[src/rtl/sale_terminal_pkg.sv]
// Shared types and constants for the sale-terminal barcode entry path.
// Holds the button debounce state encoding and the barcode/BCD limits.
package sale_terminal_pkg;

    typedef enum logic [1:0] {
        StReleased,
        StPressWait,
        StPressed,
        StReleaseWait
    } deb_state_e;

    localparam int unsigned BARCODE_DIGITS = 4;
    localparam int unsigned MAX_BCD        = 9;

    // Width of a counter able to reach (larger of a, b) - 1; never narrower than one bit.
    function automatic int unsigned cnt_width(input int unsigned a, input int unsigned b);
        int unsigned m;
        m = (a > b) ? a : b;
        return (m < 2) ? 1 : $clog2(m);
    endfunction

endpackage

[src/rtl/button_debouncer.sv]
// Two-flop synchroniser and debounce FSM for one active-low push-button.
// Emits a registered one-cycle press event once the low level has been stable.
module button_debouncer
    import sale_terminal_pkg::*;
#(
    parameter int unsigned DEBOUNCE_CYCLES = 1000000,
    parameter int unsigned CNT_W           = cnt_width(DEBOUNCE_CYCLES, 1)
) (
    input  logic clk_i,
    input  logic rst_i,
    input  logic btn_ni,
    output logic press_o
);

    localparam logic [CNT_W-1:0] LastCnt = CNT_W'(DEBOUNCE_CYCLES - 1);
    localparam logic [CNT_W-1:0] OneCnt  = CNT_W'(1);
    localparam logic [CNT_W-1:0] MaxCnt  = {CNT_W{1'b1}};

    logic [1:0]       sync_q, sync_d;
    deb_state_e       state_q, state_d;
    logic [CNT_W-1:0] cnt_q, cnt_d;
    logic             press_q, press_d;
    logic             level;

    assign level = sync_q[1];

    always_comb begin
        sync_d  = {sync_q[0], btn_ni};
        state_d = state_q;
        cnt_d   = cnt_q;
        press_d = 1'b0;

        unique case (state_q)
            StReleased: begin
                if (!level) begin
                    state_d = StPressWait;
                    cnt_d   = '0;
                end
            end
            StPressWait: begin
                if (level) begin
                    state_d = StReleased;
                end else if (cnt_q == LastCnt) begin
                    state_d = StPressed;
                    press_d = 1'b1;
                end else if (cnt_q != MaxCnt) begin
                    cnt_d = cnt_q + OneCnt;
                end
            end
            StPressed: begin
                if (level) begin
                    state_d = StReleaseWait;
                    cnt_d   = '0;
                end
            end
            StReleaseWait: begin
                // A bounce back low returns to PRESSED without a second event.
                if (!level) begin
                    state_d = StPressed;
                end else if (cnt_q == LastCnt) begin
                    state_d = StReleased;
                end else if (cnt_q != MaxCnt) begin
                    cnt_d = cnt_q + OneCnt;
                end
            end
            default: begin
                state_d = StReleased;
            end
        endcase
    end

    always_ff @(posedge clk_i) begin
        if (rst_i) begin
            sync_q  <= 2'b11;
            state_q <= StReleased;
            cnt_q   <= '0;
            press_q <= 1'b0;
        end else begin
            sync_q  <= sync_d;
            state_q <= state_d;
            cnt_q   <= cnt_d;
            press_q <= press_d;
        end
    end

    assign press_o = press_q;

endmodule

[src/rtl/barcode_digit_entry.sv]
// Digit entry front-end: debounced ENTER/CLEAR, digit commit/reject and clear pulses.
// Optional macro ENTRY_TIMEOUT_EN adds an idle auto-clear for partial entries.
module barcode_digit_entry
    import sale_terminal_pkg::*;
#(
    parameter int unsigned DEBOUNCE_CYCLES = 1000000,
    parameter int unsigned MAX_DIGITS      = BARCODE_DIGITS,
    parameter int unsigned TIMEOUT_CYCLES  = 250000000
) (
    input  logic       CLK,
    input  logic       RESET,
    input  logic       KEY_ENTER_N,
    input  logic       KEY_CLEAR_N,
    input  logic [3:0] SW_DIGIT,
    output logic [3:0] Digit_out,
    output logic       Digit_valid,
    output logic       Clear_pulse,
    output logic [2:0] Digit_count,
    output logic       Entry_full,
    output logic       Reject_pulse
);

    localparam int unsigned CNT_W    = cnt_width(DEBOUNCE_CYCLES, TIMEOUT_CYCLES);
    localparam logic [2:0]  MaxCount = 3'(MAX_DIGITS);
    localparam logic [3:0]  MaxBcd   = 4'(MAX_BCD);

    logic       enter_ev, clear_ev, timeout_ev;
    logic [3:0] sw_sync1_q, sw_sync2_q;
    logic [3:0] digit_out_q, digit_out_d;
    logic       valid_q, valid_d;
    logic       clear_q, clear_d;
    logic       reject_q, reject_d;
    logic [2:0] count_q, count_d;

    button_debouncer #(
        .DEBOUNCE_CYCLES (DEBOUNCE_CYCLES),
        .CNT_W           (CNT_W)
    ) u_enter_deb (
        .clk_i   (CLK),
        .rst_i   (RESET),
        .btn_ni  (KEY_ENTER_N),
        .press_o (enter_ev)
    );

    button_debouncer #(
        .DEBOUNCE_CYCLES (DEBOUNCE_CYCLES),
        .CNT_W           (CNT_W)
    ) u_clear_deb (
        .clk_i   (CLK),
        .rst_i   (RESET),
        .btn_ni  (KEY_CLEAR_N),
        .press_o (clear_ev)
    );

`ifdef ENTRY_TIMEOUT_EN
    localparam logic [CNT_W-1:0] IdleLast = CNT_W'(TIMEOUT_CYCLES - 1);
    localparam logic [CNT_W-1:0] IdleOne  = CNT_W'(1);

    logic [CNT_W-1:0] idle_q, idle_d;
    logic             partial;

    assign partial = (count_q != 3'd0) && (count_q < MaxCount);

    always_comb begin
        idle_d     = idle_q;
        timeout_ev = 1'b0;
        if (enter_ev || clear_ev || !partial) begin
            idle_d = '0;
        end else if (idle_q == IdleLast) begin
            timeout_ev = 1'b1;
        end else begin
            idle_d = idle_q + IdleOne;
        end
    end

    always_ff @(posedge CLK) begin
        if (RESET) begin
            idle_q <= '0;
        end else begin
            idle_q <= idle_d;
        end
    end
`else
    assign timeout_ev = 1'b0;
`endif

    always_comb begin
        digit_out_d = digit_out_q;
        count_d     = count_q;
        valid_d     = 1'b0;
        clear_d     = 1'b0;
        reject_d    = 1'b0;

        // Clear beats a same-cycle commit, and the dropped commit is not rejected.
        if (clear_ev || timeout_ev) begin
            clear_d = 1'b1;
            count_d = 3'd0;
        end else if (enter_ev) begin
            if ((count_q < MaxCount) && (sw_sync2_q <= MaxBcd)) begin
                digit_out_d = sw_sync2_q;
                valid_d     = 1'b1;
                count_d     = count_q + 3'd1;
            end else begin
                reject_d = 1'b1;
            end
        end
    end

    always_ff @(posedge CLK) begin
        if (RESET) begin
            sw_sync1_q  <= 4'd0;
            sw_sync2_q  <= 4'd0;
            digit_out_q <= 4'd0;
            valid_q     <= 1'b0;
            clear_q     <= 1'b0;
            reject_q    <= 1'b0;
            count_q     <= 3'd0;
        end else begin
            sw_sync1_q  <= SW_DIGIT;
            sw_sync2_q  <= sw_sync1_q;
            digit_out_q <= digit_out_d;
            valid_q     <= valid_d;
            clear_q     <= clear_d;
            reject_q    <= reject_d;
            count_q     <= count_d;
        end
    end

    assign Digit_out    = digit_out_q;
    assign Digit_valid  = valid_q;
    assign Clear_pulse  = clear_q;
    assign Reject_pulse = reject_q;
    assign Digit_count  = count_q;
    assign Entry_full   = (count_q == MaxCount);

endmodule

[config.mk]
export PLATFORM = sky130hd
export DESIGN_NAME = barcode_digit_entry
export DESIGN_NICKNAME = d
export VERILOG_FILES = /design/src/rtl/sale_terminal_pkg.sv /design/src/rtl/button_debouncer.sv /design/src/rtl/barcode_digit_entry.sv
export SDC_FILE = /design/constraint.sdc
export NUM_CORES = 1
export LEC_CHECK = 0
export BUFFER_PORTS_ARGS = -buffer_cell sky130_fd_sc_hd__buf_2
export CORE_MARGIN = 2
export CORE_UTILIZATION = 30
export CTS_BUF_LIST = sky130_fd_sc_hd__clkbuf_2 sky130_fd_sc_hd__clkbuf_4 sky130_fd_sc_hd__clkbuf_8
export DETAILED_ROUTE_END_ITERATION = 7
export GPL_TIMING_DRIVEN = 0
export SYNTH_ARGS = -nofsm -noshare
export SYNTH_HDL_FRONTEND = slang
export SYNTH_HIERARCHICAL = 1
export SYNTH_SLANG_ARGS = --single-unit
[constraint.sdc]
create_clock -name CLK -period 4.55 [get_ports CLK]
set_input_delay 0.6825 -clock CLK [delete_from_list [all_inputs] [get_ports CLK]]
set_output_delay 0.6825 -clock CLK [all_outputs]
set_load 0.05 [all_outputs]
# Yosys cells after proc, flatten, opt, wreduce, memory -nomap -nowiden
# Cells that the tools add are included.
dict set report word_totals {
  reg_bits 84
  elab_cells 93
  in_bits 8
  output_inout_bits 11
}
dict set report op_classes {
  n_reduce_logical 13
  n_eq_ne 23
  addsub 3
  n_bitwise 4
  n_mux 33
  magnitude_cmp 2
}
# cell count
set ops {}
lappend ops {{28-bit two-way mux} 12}
lappend ops {{28-bit case mux with 4 select lines} 2}
lappend ops {{28-bit by 1-bit adder with 28-bit output (second input constant)} 2}
lappend ops {{28-bit by 20-bit == test with 1-bit output (second input constant)} 2}
lappend ops {{28-bit != test (second input constant)} 2}
lappend ops {{2-bit two-way mux} 12}
lappend ops {{2-bit case mux with 4 select lines} 2}
lappend ops {{4-bit AND reduction} 4}
lappend ops {{3-bit OR reduction} 3}
lappend ops {{2-bit == test (second input constant)} 4}
lappend ops {{2-bit by 1-bit != test with 1-bit output (second input constant)} 4}
lappend ops {{2-bit != test (second input constant)} 4}
lappend ops {{3-bit by 1-bit != test with 1-bit output (second input constant)} 2}
lappend ops {{3-bit != test (second input constant)} 2}
lappend ops {{1-bit two-way mux} 5}
lappend ops {{2-bit by 1-bit == test with 1-bit output (second input constant)} 2}
lappend ops {{4-bit <= comparator (second input constant)} 1}
lappend ops {{2-bit zero test} 2}
lappend ops {{1-bit NOT} 4}
lappend ops {{3-bit by 1-bit adder with 3-bit output (second input constant)} 1}
lappend ops {{3-bit == test (second input constant)} 1}
lappend ops {{3-bit < comparator (second input constant)} 1}
lappend ops {{3-bit AND reduction} 1}
lappend ops {{2-bit AND reduction} 1}
lappend ops {{2 further kinds} 2}

# Depth between registers and ports, before layout
# Gate-level depths: netlist of run 1.
dict set report depth {
  depth_word 5
  mapped_depth 8
  mapped_depth_nobuf 6
}

# By module
# Netlist of run 1, hierarchy kept.
# mod seq_area_each_um2 cells_per_inst area_per_inst_um2 n_inst
set by_module_without_submodules {}
lappend by_module_without_submodules {button_debouncer 660.6 255 2028.2 2}
lappend by_module_without_submodules {barcode_digit_entry 360.3 64 660.6 1}

# Least setup slack after synthesis of run 1
# Ideal clock, no wire load.
dict set report synth_timing {
  path_kind {register -> register}
  from {reg u_clear_deb.cnt_q[0]}
  to {reg u_clear_deb.cnt_q[4]}
  slack_ns 2.527
  setup_ns 0.122
  stages_incl_launch_ff 8
  period_less_slack_ns 2.023
  required_ns 4.428
  n_path_buf 1
  arrival_ns 1.901
  path_cell_list {dfxtp_1 ha_1 nand4_2 nor4_4 a31o_4 buf_6 nor2_2 a221o_1}
}
dict set report synth_between {
  elab_chain_len 5
  word_cells_on_any_way 8
  classes_between {1 x add/sub; 2 x eq/ne; 5 x mux}
}
# element line_no
set synth_rtl {}
lappend synth_rtl {{start: declaration} button_debouncer.sv:21} ;# logic [CNT_W-1:0] cnt_q, cnt_d;
lappend synth_rtl {{start signal: assignment} button_debouncer.sv:81} ;# cnt_q <= cnt_d;
lappend synth_rtl {{28-bit by 1-bit adder with 28-bit output / 28-bit != test (equally long branches)} -}
lappend synth_rtl {{28-bit two-way mux} {button_debouncer.sv:46, button_debouncer.sv:62}}
lappend synth_rtl {{28-bit two-way mux *} button_debouncer.sv:60} ;# end else if (cnt_q == LastCnt) begin
lappend synth_rtl {{28-bit two-way mux, on equally long branches} {button_debouncer.sv:58, button_debouncer.sv:41}}
lappend synth_rtl {{28-bit case mux with 4 select lines *} button_debouncer.sv:33} ;# unique case (state_q)
# Every way passes the cells marked *; elsewhere a longest branch is shown, timed or not. The select of a mux whose other input is x is not followed.
# A chain may end at the register's enable or synchronous reset.

# Final worst setup path of run 1
dict set report layout_timing {
  from {reg u_clear_deb.cnt_q[0]}
  to {reg u_clear_deb.cnt_q[23]}
}
# The elaborated chain is that of the path after synthesis.

==> metrics.cfg, run 1 <==
[synth]
synth-seq-cells = 84
async_flop_share = 0
synth_fa_ha_area_frac = 0.0106
synth_warnings = 6
avgSynthCellArea_um2 = 8.22
netlist-cell-type-count = 55
syn_area_um2 = 4720
synth.top_cells.by_area = dfxtp_1 36%, nor4_1 4.0%, a31oi_1 3.8%, o21ai_1 3.6%, nand3_1 3.5%
synth_xor_area_frac = 0.00743
synth_simple_gate_area_frac = 0.342
syn-num-nets = 586
yosysTopAreaCell = dfxtp_1
synth_compound_area_frac = 0.199
synthCells = 574
synth_top_area_share = 0.356
synth_mux_area_frac = 0.0223
ys_seq_area_frac = 0.356
synth_edf_count = 0
synth_ff_type = dfxtp_1
synth_top_family_by_area = simple AND/OR/NAND/NOR gates

[setup_path]
cpMaxStageDelayCell = nor4_4
critical_path_class = reg -> reg
rrSetupSlack_ns = 2.05
start_kind = flop
critical_path_arrival_ns = 2.74
rr_worst_depth = 7
crit_buf_inv = 1
crit_fanout = 10
crit_family = simple AND/OR/NAND/NOR gates
path_cells = ha_1 -> nand4_2 -> nor4_4 -> a31oi_2 -> buf_2 -> nand4_1 -> o311ai_1
worstSetupPathDepth = 7
end_kind = flop
crit_required_ns = 4.80
cp_slowest_stage_delay_ns = 0.63

[finish]
diodes = 0
fin_nets = 614
fin_util = 0.344
area_growth_pct = 11.4
ff_latch_area_um2 = 1680
fillerInstances = 1587
multi_input_area_um2 = 2750
final_layout_size_suffix_gt1_frac = 0.150

[route]
vias = 4769
totalWireLength_um = 13900
viasPerCell = 5.83
wire_per_inst_um = 16.9
drc = 0
firstDrtPassIters = 6
drt_iter0_markers = 547
drtAntennaViolNets = 0

[timing]
fin_crit_sh = 0.549
hold_violations = 0
tightest_slew_ns = 0.650
slew_viol_final = 0
fin_skew_ns = 0.0131
rsz0062_at_grt = no
setup_viol = 0
period_needed_ns = 2.50
max-slew-margin-rel = 0.564
fmax_mhz = 400
tns_ns = 0

[global_route]
grt_pass1_vias = 4471
use_met2 = 0.266
antenna_found_initial = 0
use_met3 = 0.0306
met1_usage = 0.229
grt_busiest_layer = met2
gr-total-overflow = 0
grt_max_degree = 18
grt_pass1_wl_um = 22800
grt_usage = 0.169

[power]
leakagePower_nw = 1.61
peakVddDrop_mv = 0.115
power.density_nw_per_um2 = 255

[cts]
cts.sinks = 84
clk_pin_slew_ns = 0.11
clkLatencyLatePin_ns = 0.37
post-cts-setup-buffer-count = 0
cts_buffers = 9
cts_tree = done
htreeDepth = 3
clockBufferDepth = 2
cts-resized-gates = 0
cts_hold_buf = 0
cts_root_buf = clkbuf_8

[flow_run]
cap_violations = 0

[floorplanning]
coreArea_um2 = 15300
start_util = 0.309
die_w_um = 129
fp.dieH_um = 129
dieArea_um2 = 16700
fp-row-count = 45
pin_count = 19

[hold_path]
hold_class = reg -> reg
whs_path_depth = 1

[run_status]
status = complete, no violations

[place]
place_congestion = 0.914
port_buffers = 17
hpwl_um = 9570

cell usage after synthesis (8+ instances only):
cell type,count
dfxtp_1,84
nand2_1,43
o21ai_1,34
nand3_1,33
nor4_1,30
a31oi_1,29
nand4_1,26
clkbuf_1,22
nor3_1,22
inv_1,21
nor2_1,17
a21oi_1,15
o21ai_0,14
or4_1,14
or2_2,12
and3_1,11
buf_2,10
nor2b_1,10
and4_1,8
nand2b_1,8
or3_1,8
power by group:
group	internal, W	total [W]	switching (W)
logic	0.0000179	0.0000625	0.0000446
clock network	0.000211	0.000533	0.000321
registers	0.000740	0.000743	0.00000326
final timing paths:
check / start / endpoint
worst max-delay path: u_clear_deb/cnt_q[0] / u_clear_deb/cnt_q[23]
worst min-delay path: u_enter_deb/sync_q[0] / u_enter_deb/sync_q[1]
worst max register to register: u_clear_deb/cnt_q[0] / u_clear_deb/cnt_q[23]
worst min register to register: u_enter_deb/sync_q[0] / u_enter_deb/sync_q[1]
metal layers:
metal  share of wire  wire (um)  vias up
met3           0.061        843       27
met1            0.46       6430     2290
li1                -          -     2252
met2            0.46       6330      200
met5               0          0        -
met4           0.018        254        0
final cells by class:
type	count	area share
timing repair buffer	17	0.0162
sequential	84	0.320
tap	211	0.0503
clock inverter	7	0.0119
multi-input combinational	428	0.523
clock buffer	9	0.0236
buffer	41	0.0403
inverter	21	0.0150
per-stage QoR:
stage / area, um2 / instances / setup slack, ns / power, W / hold slack (ns)
floorplan: 4720 / 574 / 2.53 / 0.000800 / 0.389
global placement: 5070 / 802 / 2.12 / 0.000821 / 0.400
detailed placement: 5070 / 802 / 2.12 / 0.000822 / 0.400
CTS: 5250 / 818 / 2.10 / 0.00135 / 0.420
global route: 5250 / 818 / 1.90 / 0.00139 / 0.423
finish: 5250 / 818 / 2.05 / 0.00134 / 0.417
logic make-up after synthesis:
| group | Yosys count |
|---|---|
| AO/OA/AOI/OAI | 139 |
| XOR/XNOR | 4 |
| adder cells (fa/ha/maj) | 4 |
| buffers and inverters | 62 |
| flip-flops | 84 |
| multiplexers | 10 |
| AND/OR/NAND/NOR | 271 |
flip-flops by register name, summed over array words and instances, names as in the netlist, named ones only:
name / flops
u_clear_deb/cnt_q: 28
u_clear_deb/state_q: 1
Reject_pulse: 1
sw_sync2_q: 4
Digit_valid: 1
u_enter_deb/press_o: 1
u_clear_deb/sync_q: 2
u_enter_deb/sync_q: 2
Digit_out: 4
u_clear_deb/press_o: 1
sw_sync1_q: 4
Digit_count: 3
u_enter_deb/cnt_q: 28
Clear_pulse: 1
u_enter_deb/state_q: 1
placed cells by master (no fill, tap or decap), types with 6 or more instances in the layout:
cell,instances
a31oi_1,29
o21ai_0,14
nor2b_1,10
nand2_1,43
or4_1,14
mux2i_1,6
o311ai_1,6
or3_1,8
o21ai_1,34
clkbuf_1,22
buf_2,27
nor2_1,17
nand3b_1,6
nand3_1,33
nand4_1,26
dfxtp_1,84
or2_2,12
and4_1,8
and3_1,11
inv_1,21
clkbuf_8,9
a21oi_1,15
buf_4,6
nor4_1,30
nand2b_1,8
nor3_1,22
(Power assumes the default switching activity.)
==> inputs of run 2 (changes only) <==
Settings changed: ABC_AREA from default to 1.
Clock period 4.55 ns to 2.5 ns, I/O delays scaled along.
==> run 2 against run 1 <==
  * Highest routed layer unchanged
  * Sequential cell count unchanged
  * Synthesized cell count up 52%
  * Utilization down 0.71 points
  * Synthesized area up 11%
  * Sequential power up 84%
  * First-iteration DRC count down 53%
==> metrics.cfg, run 2 <==
[synth]
avgSynthCellArea_um2 = 5.97  ; -27%
yosysTopAreaCell = dfxtp_1
synth_top_area_share = 0.323  ; -0.0340
synth_warnings = 6  ; unchanged
synth-seq-cells = 84  ; unchanged
synth_top_family_by_area = simple AND/OR/NAND/NOR gates
syn_area_um2 = 5210  ; +11%
synth_fa_ha_area_frac = 0.00960  ; -0.00101
synth.top_cells.by_area = dfxtp_1 32%, nand2_1 23%, nor2_1 12%, inv_1 8.3%, nand3_1 4.9%
synth_ff_type = dfxtp_1
synthCells = 873  ; +52%
synth_compound_area_frac = 0.0391  ; -0.160
async_flop_share = 0  ; unchanged
ys_top_cells_by_count = 319 x nand2_1, 164 x nor2_1, 115 x inv_1
synth_xor_area_frac = 0.0235  ; +0.0161
synth_most_common_cell = nand2_1
synth_mux_area_frac = 0  ; -0.0223
syn-num-nets = 885  ; +51%
synth_simple_gate_area_frac = 0.490  ; +0.148
netlist-cell-type-count = 30  ; -45%
ys_seq_area_frac = 0.323  ; -0.0340
synth_edf_count = 0  ; unchanged

[setup_path]
worst_r2r_endpoint = u_enter_deb/cnt_q[6]
critical_path_arrival_ns = 2.29  ; -0.45 ns
crit_fanout = 10  ; unchanged
cp_common_cell = nand2_1
worstReg2RegStart = u_enter_deb/cnt_q[0]
crit_required_ns = 2.73  ; -2.07 ns
cp_slowest_stage_delay_ns = 0.41  ; -0.22 ns
critical_path_class = reg -> reg
cpMaxStageDelayCell = dfxtp_1
end_kind = flop
rr_worst_depth = 11  ; +4
start_kind = flop
path_cells = ha_1 -> nand2_1 -> nor2_2 -> nand2_1 -> nor2_4 -> nand2_4 -> nand2_1 -> nor2_4 -> buf_6 -> nand2_1 -> a21oi_1
rrSetupSlack_ns = 0.45  ; -1.60 ns

[route]
firstDrtPassIters = 5  ; -1
viasPerCell = 4.38  ; -25%
vias = 4952  ; +3.8%
drtAntennaViolNets = 0  ; unchanged
totalWireLength_um = 12300  ; -11%
drc = 0  ; unchanged
drt_iter0_markers = 258  ; -53%
wire_per_inst_um = 10.9  ; -36%

[place]
placed_area_um2 = 5580  ; +10%
place_ws_ns = 0.491  ; -1.63 ns
port_buffers = 17  ; unchanged
place_congestion = 0.890  ; -2.6%
hpwl_um = 9290  ; -2.9%

[timing]
setup_viol = 0  ; unchanged
slew_viol_final = 0  ; unchanged
period_needed_ns = 2.05  ; -0.445 ns
fmax_mhz = 487  ; +22%
rsz0062_at_grt = no
setup_slack_ns = 0.447  ; -1.60 ns
fin_skew_ns = 0.0186  ; +0.00550 ns
fin_crit_sh = 0.821  ; +0.272
hold_violations = 0  ; unchanged
tightest_slew_ns = 0.508  ; -0.142 ns
tns_ns = 0  ; unchanged
max-slew-margin-rel = 0.661  ; +0.0977

[global_route]
grt_pass1_vias = 4603  ; +3.0%
grt_busiest_layer = met2
grt_max_degree = 17  ; -1
grt_usage = 0.147  ; -0.0218
gr-total-overflow = 0  ; unchanged
met1_usage = 0.192  ; -0.0372
antenna_found_initial = 0  ; unchanged
grt_pass1_wl_um = 21700  ; -4.8%
use_met3 = 0.0347  ; +0.00412
use_met2 = 0.244  ; -0.0221

[finish]
final_common_cell = nand2_1
final_layout_size_suffix_gt1_frac = 0.0927  ; -0.0572
multi_input_area_um2 = 2930  ; +6.7%
final_design_area_no_fill_um2 = 5770  ; +9.9%
fillerInstances = 1925  ; +21%
fin_nets = 913  ; +49%
final_cell_mix = 319 x nand2_1, 164 x nor2_1, 115 x inv_1, 84 x dfxtp_1, 51 x nand3_1
top_regs = u_clear_deb/cnt_q: 28 flops, u_enter_deb/cnt_q: 28 flops
area_growth_pct = 10.7
ff_latch_area_um2 = 1680  ; unchanged
diodes = 0  ; unchanged

[power]
intPower_w = 0.00181  ; +87%
power_frac_clock = 0.387  ; -0.011
total_power_w = 0.00249  ; +86%
leakagePower_nw = 2.47  ; +54%
power.density_nw_per_um2 = 432  ; +70%
comb_power_share = 0.062  ; +0.015
peakVddDrop_mv = 0.230  ; +100%
p_seq_frac = 0.551  ; -0.004
p_sw_w = 0.000681  ; +84%
switching_share = 0.273  ; -0.00292

[hold_path]
holdPathEnd = u_clear_deb/sync_q[0]
holdCritStartpoint = KEY_CLEAR_N
hold_class = in -> reg
whs_path_depth = 2  ; +1

[cts]
cts_hold_buf = 0  ; unchanged
cts-resized-gates = 0  ; unchanged
cts_root_buf = clkbuf_8
clk_pin_slew_ns = 0.09  ; -0.02 ns
clkLatencyLatePin_ns = 0.38  ; about the same
cts_tree = done
htreeDepth = 3  ; unchanged
clockBufferDepth = 2  ; unchanged
post-cts-setup-buffer-count = 0  ; unchanged
cts.sinks = 84  ; unchanged
cts_buffers = 9  ; unchanged

[floorplanning]
coreArea_um2 = 17100  ; +12%
die_w_um = 136  ; +5.0%
start_util = 0.305  ; -0.00454
pin_count = 19  ; unchanged
fp.dieH_um = 136  ; +5.0%
dieArea_um2 = 18400  ; +10%
fp-row-count = 48  ; +6.7%

[flow_run]
cap_violations = 0  ; unchanged

[run_status]
status = complete, no violations

-- run 2: layout make-up --
class,count,share of cell area
sequential,84,0.291
buffer,15,0.0206
timing repair buffer,17,0.0147
inverter,126,0.0837
multi-input combinational,648,0.508
clock buffer,10,0.0239
tap,225,0.0488
clock inverter,6,0.00911
-- run 2: layer usage --
layer | share of wire | routed length, um
met1 | 0.49 | 6020
met4 | 0.014 | 171
met3 | 0.042 | 523
met2 | 0.46 | 5620
met5 | 0 | 0
-- run 2: power by group through the flow --
stage	Clock, W	Sequential [W]	Combinational, W
after detailed placement	0	0.00140	0.000157
after floorplan	0	0.00140	0.000119
final	0.000966	0.00137	0.000155
after global placement	0	0.00140	0.000156
after global routing	0.00107	0.00138	0.000180
after CTS	0.00101	0.00137	0.000158
-- run 2: kinds of logic after synthesis --
group	after synthesis
AND/OR/NAND/NOR	594
buffers and inverters	141
flip-flops	84
adder cells (fa/ha/maj)	4
XOR/XNOR	14
AO/OA/AOI/OAI	36
-- run 2: worst max-delay path by stage --
stage                               startpoint               endpoint  slack, ns  cells past startpoint
final                     u_enter_deb/cnt_q[0]   u_enter_deb/cnt_q[6]       0.45                     11
after CTS                 u_enter_deb/cnt_q[0]   u_enter_deb/cnt_q[6]       0.45                     11
after floorplan           u_clear_deb/cnt_q[0]  u_clear_deb/cnt_q[10]       0.85                     11
after global placement    u_enter_deb/cnt_q[0]   u_enter_deb/cnt_q[6]       0.48                     11
after detailed placement  u_enter_deb/cnt_q[0]   u_enter_deb/cnt_q[6]       0.49                     11
after global routing      u_enter_deb/cnt_q[0]   u_enter_deb/cnt_q[6]       0.27                     11
-- run 2: metrics by stage --
step | cells | hold WS (ns) | utilization
after floorplan | 873 | 0.388 | -
after global placement | 1115 | 0.394 | 0.326
after detailed placement | 1115 | 0.392 | 0.326
after CTS | 1131 | 0.154 | 0.337
after global routing | 1131 | 0.159 | 0.337
final | 1131 | 0.177 | 0.337
-- run 2: worst max-delay path, delay by kind of cell (launching register included) --
| kind | cells | cell delay [ns] |
|---|---|---|
| AND/OR/NAND/NOR | 8 | 1.06 |
| flip-flops | 1 | 0.41 |
| buffers and inverters | 1 | 0.16 |
| AO/OA/AOI/OAI | 1 | 0.05 |
| adder cells (fa/ha/maj) | 1 | 0.23 |
==> inputs of run 3 (changes only) <==
Settings changed: ABC_AREA 1 to 0.
Clock period 2.5 ns to 2.2 ns, I/O delays scaled along.
==> run 3 against run 2 <==
  * Utilization increased by 1.8 points
  * Power increased by 11%
  * Register-to-register slack got worse by 0.36 ns
  * Global-route usage increased by 2.3 points
  * Hold slack got worse by 0.040 ns
  * First-iteration DRC count increased by 97%
  * Largest cell class unchanged
==> metrics.cfg, run 3 (same netlist as run 1, synthesis figures left out) <==
[cts]
cts_tree = done
htreeDepth = 3  ; unchanged
cts.sinks = 84  ; unchanged
clk_pin_slew_ns = 0.11  ; +0.02 ns
clockBufferDepth = 2  ; unchanged
cts_root_buf = clkbuf_8
cts_buffers = 9  ; unchanged
clkLatencyLatePin_ns = 0.37  ; about the same

[finish]
ff_latch_area_um2 = 1710  ; +1.9%
final_cell_mix = 68 x dfxtp_1, 42 x nand2_1, 34 x o21ai_1, 33 x nand3_1, 29 x a31oi_1
fin_nets = 619  ; -32%
final_common_cell = dfxtp_1
fillerInstances = 1577  ; -18%
final_design_area_no_fill_um2 = 5420  ; -6.0%
top_regs = u_clear_deb/cnt_q: 28 flops, u_enter_deb/cnt_q: 28 flops
multi_input_area_um2 = 2820  ; -3.8%
diodes = 0  ; unchanged
area_growth_pct = 14.9
fin_util = 0.355  ; +0.0182
final_layout_size_suffix_gt1_frac = 0.206  ; +0.113

[hold_path]
whs_path_depth = 2  ; unchanged
hold_class = in -> reg
holdCritStartpoint = KEY_CLEAR_N

[power]
total_power_w = 0.00277  ; +11%
leakagePower_nw = 1.67  ; -32%
peakVddDrop_mv = 0.241  ; +4.7%
power.density_nw_per_um2 = 510  ; +18%

[timing]
max-slew-margin-rel = 0.584  ; -0.0774
setup_viol = 0  ; unchanged
fin_skew_ns = 0.0126  ; -0.00601 ns
fmax_mhz = 473  ; -2.9%
hold_violations = 0  ; unchanged
period_needed_ns = 2.11  ; +0.0613 ns
holdWs_ns = 0.137  ; -0.0397 ns
tns_ns = 0  ; unchanged
rsz0062_at_grt = no
tightest_slew_ns = 0.624  ; +0.116 ns
fin_crit_sh = 0.961  ; +0.140
slew_viol_final = 0  ; unchanged

[setup_path]
crit_family = simple AND/OR/NAND/NOR gates
crit_fanout = 7  ; -3
path_cells = nand4_2 -> or4_1 -> or3_1 -> nor4_1 -> o22a_1
worstReg2RegStart = u_clear_deb/cnt_q[7]
cp_slowest_stage_delay_ns = 0.60  ; +0.19 ns
worstSetupPathDepth = 5  ; -6
crit_buf_inv = 0  ; -1
cpMaxStageDelayCell = or4_1
start_kind = flop
end_kind = flop
startpoint = u_clear_deb/cnt_q[7]
critical_path_class = reg -> reg
critical_path_arrival_ns = 2.44  ; +0.15 ns
rr_worst_depth = 5  ; -6
crit_required_ns = 2.53  ; -0.20 ns

[place]
hpwl_um = 9570  ; +3.0%
port_buffers = 17  ; unchanged
placed_area_um2 = 5070  ; -9.2%
place_congestion = 0.914  ; +2.7%

[global_route]
gr-total-overflow = 0  ; unchanged
grt_usage = 0.170  ; +0.0231
antenna_found_initial = 0  ; unchanged
grt_pass1_wl_um = 23000  ; +5.8%
grt_pass1_vias = 4514  ; -1.9%
grt_max_degree = 18  ; +1

[run_status]
status = complete, no violations

[floorplanning]
die_w_um = 129  ; -4.7%
fp.dieH_um = 129  ; -4.7%
fp-row-count = 45  ; -6.3%
start_util = 0.309  ; +0.00454
dieArea_um2 = 16700  ; -9.3%
pin_count = 19  ; unchanged
coreArea_um2 = 15300  ; -11%

[route]
viasPerCell = 5.87  ; +34%
firstDrtPassIters = 5  ; unchanged
totalWireLength_um = 14100  ; +14%
wire_per_inst_um = 17.1  ; +57%
drt_iter0_markers = 507  ; +97%
drc = 0  ; unchanged
drtAntennaViolNets = 0  ; unchanged
vias = 4831  ; -2.4%

[flow_run]
cap_violations = 0  ; unchanged

==> run 3: metal layers <==
metal,part of all wire,wire length (um),global-route usage
met1,0.45,6400,0.230
met2,0.46,6490,0.264
met3,0.066,936,0.0310
met4,0.019,265,0.0774
met5,0,0,0
==> run 3: path summary, 6_finish.rpt <==
| check | end | slack (ns) |
|---|---|---|
| max | u_clear_deb/cnt_q[20] | 0.09 |
| min | u_clear_deb/sync_q[0] | 0.14 |
| max reg2reg | u_clear_deb/cnt_q[20] | 0.09 |
| min reg2reg | u_clear_deb/sync_q[1] | 0.42 |
==> run 3: through the flow <==
step | std cells | setup slack (ns)
final | 823 | 0.0858
after global routing | 823 | 0.00182
after CTS | 825 | 0.0140
after detailed placement | 802 | -0.231
after global placement | 802 | -0.228
after floorplan | 574 | 0.177
==> run 3: layout make-up <==
class,count,share of cell area
clock buffers,9,0.0228
multi-input cells,428,0.520
plain buffers,39,0.0406
flip-flops and latches,84,0.316
inverters,21,0.0145
clock inverters,7,0.0115
repair buffers,24,0.0254
well taps,211,0.0487
==> run 3: timing repair <==
action / in CTS / in global routing
pin swaps: 3 / 0
hold endpoints to repair: 0 / 0
setup endpoints to repair: 59 / 47
resized for setup: 9 / 33
setup buffers: 7 / 0
hold buffers: 0 / 0
==> run 3: report_power, final <==
| part | internal, W | switching [W] |
|---|---|---|
| sequential | 0.00152 | 0.00000691 |
| combinational | 0.0000372 | 0.0000918 |
| clock | 0.000437 | 0.000668 |
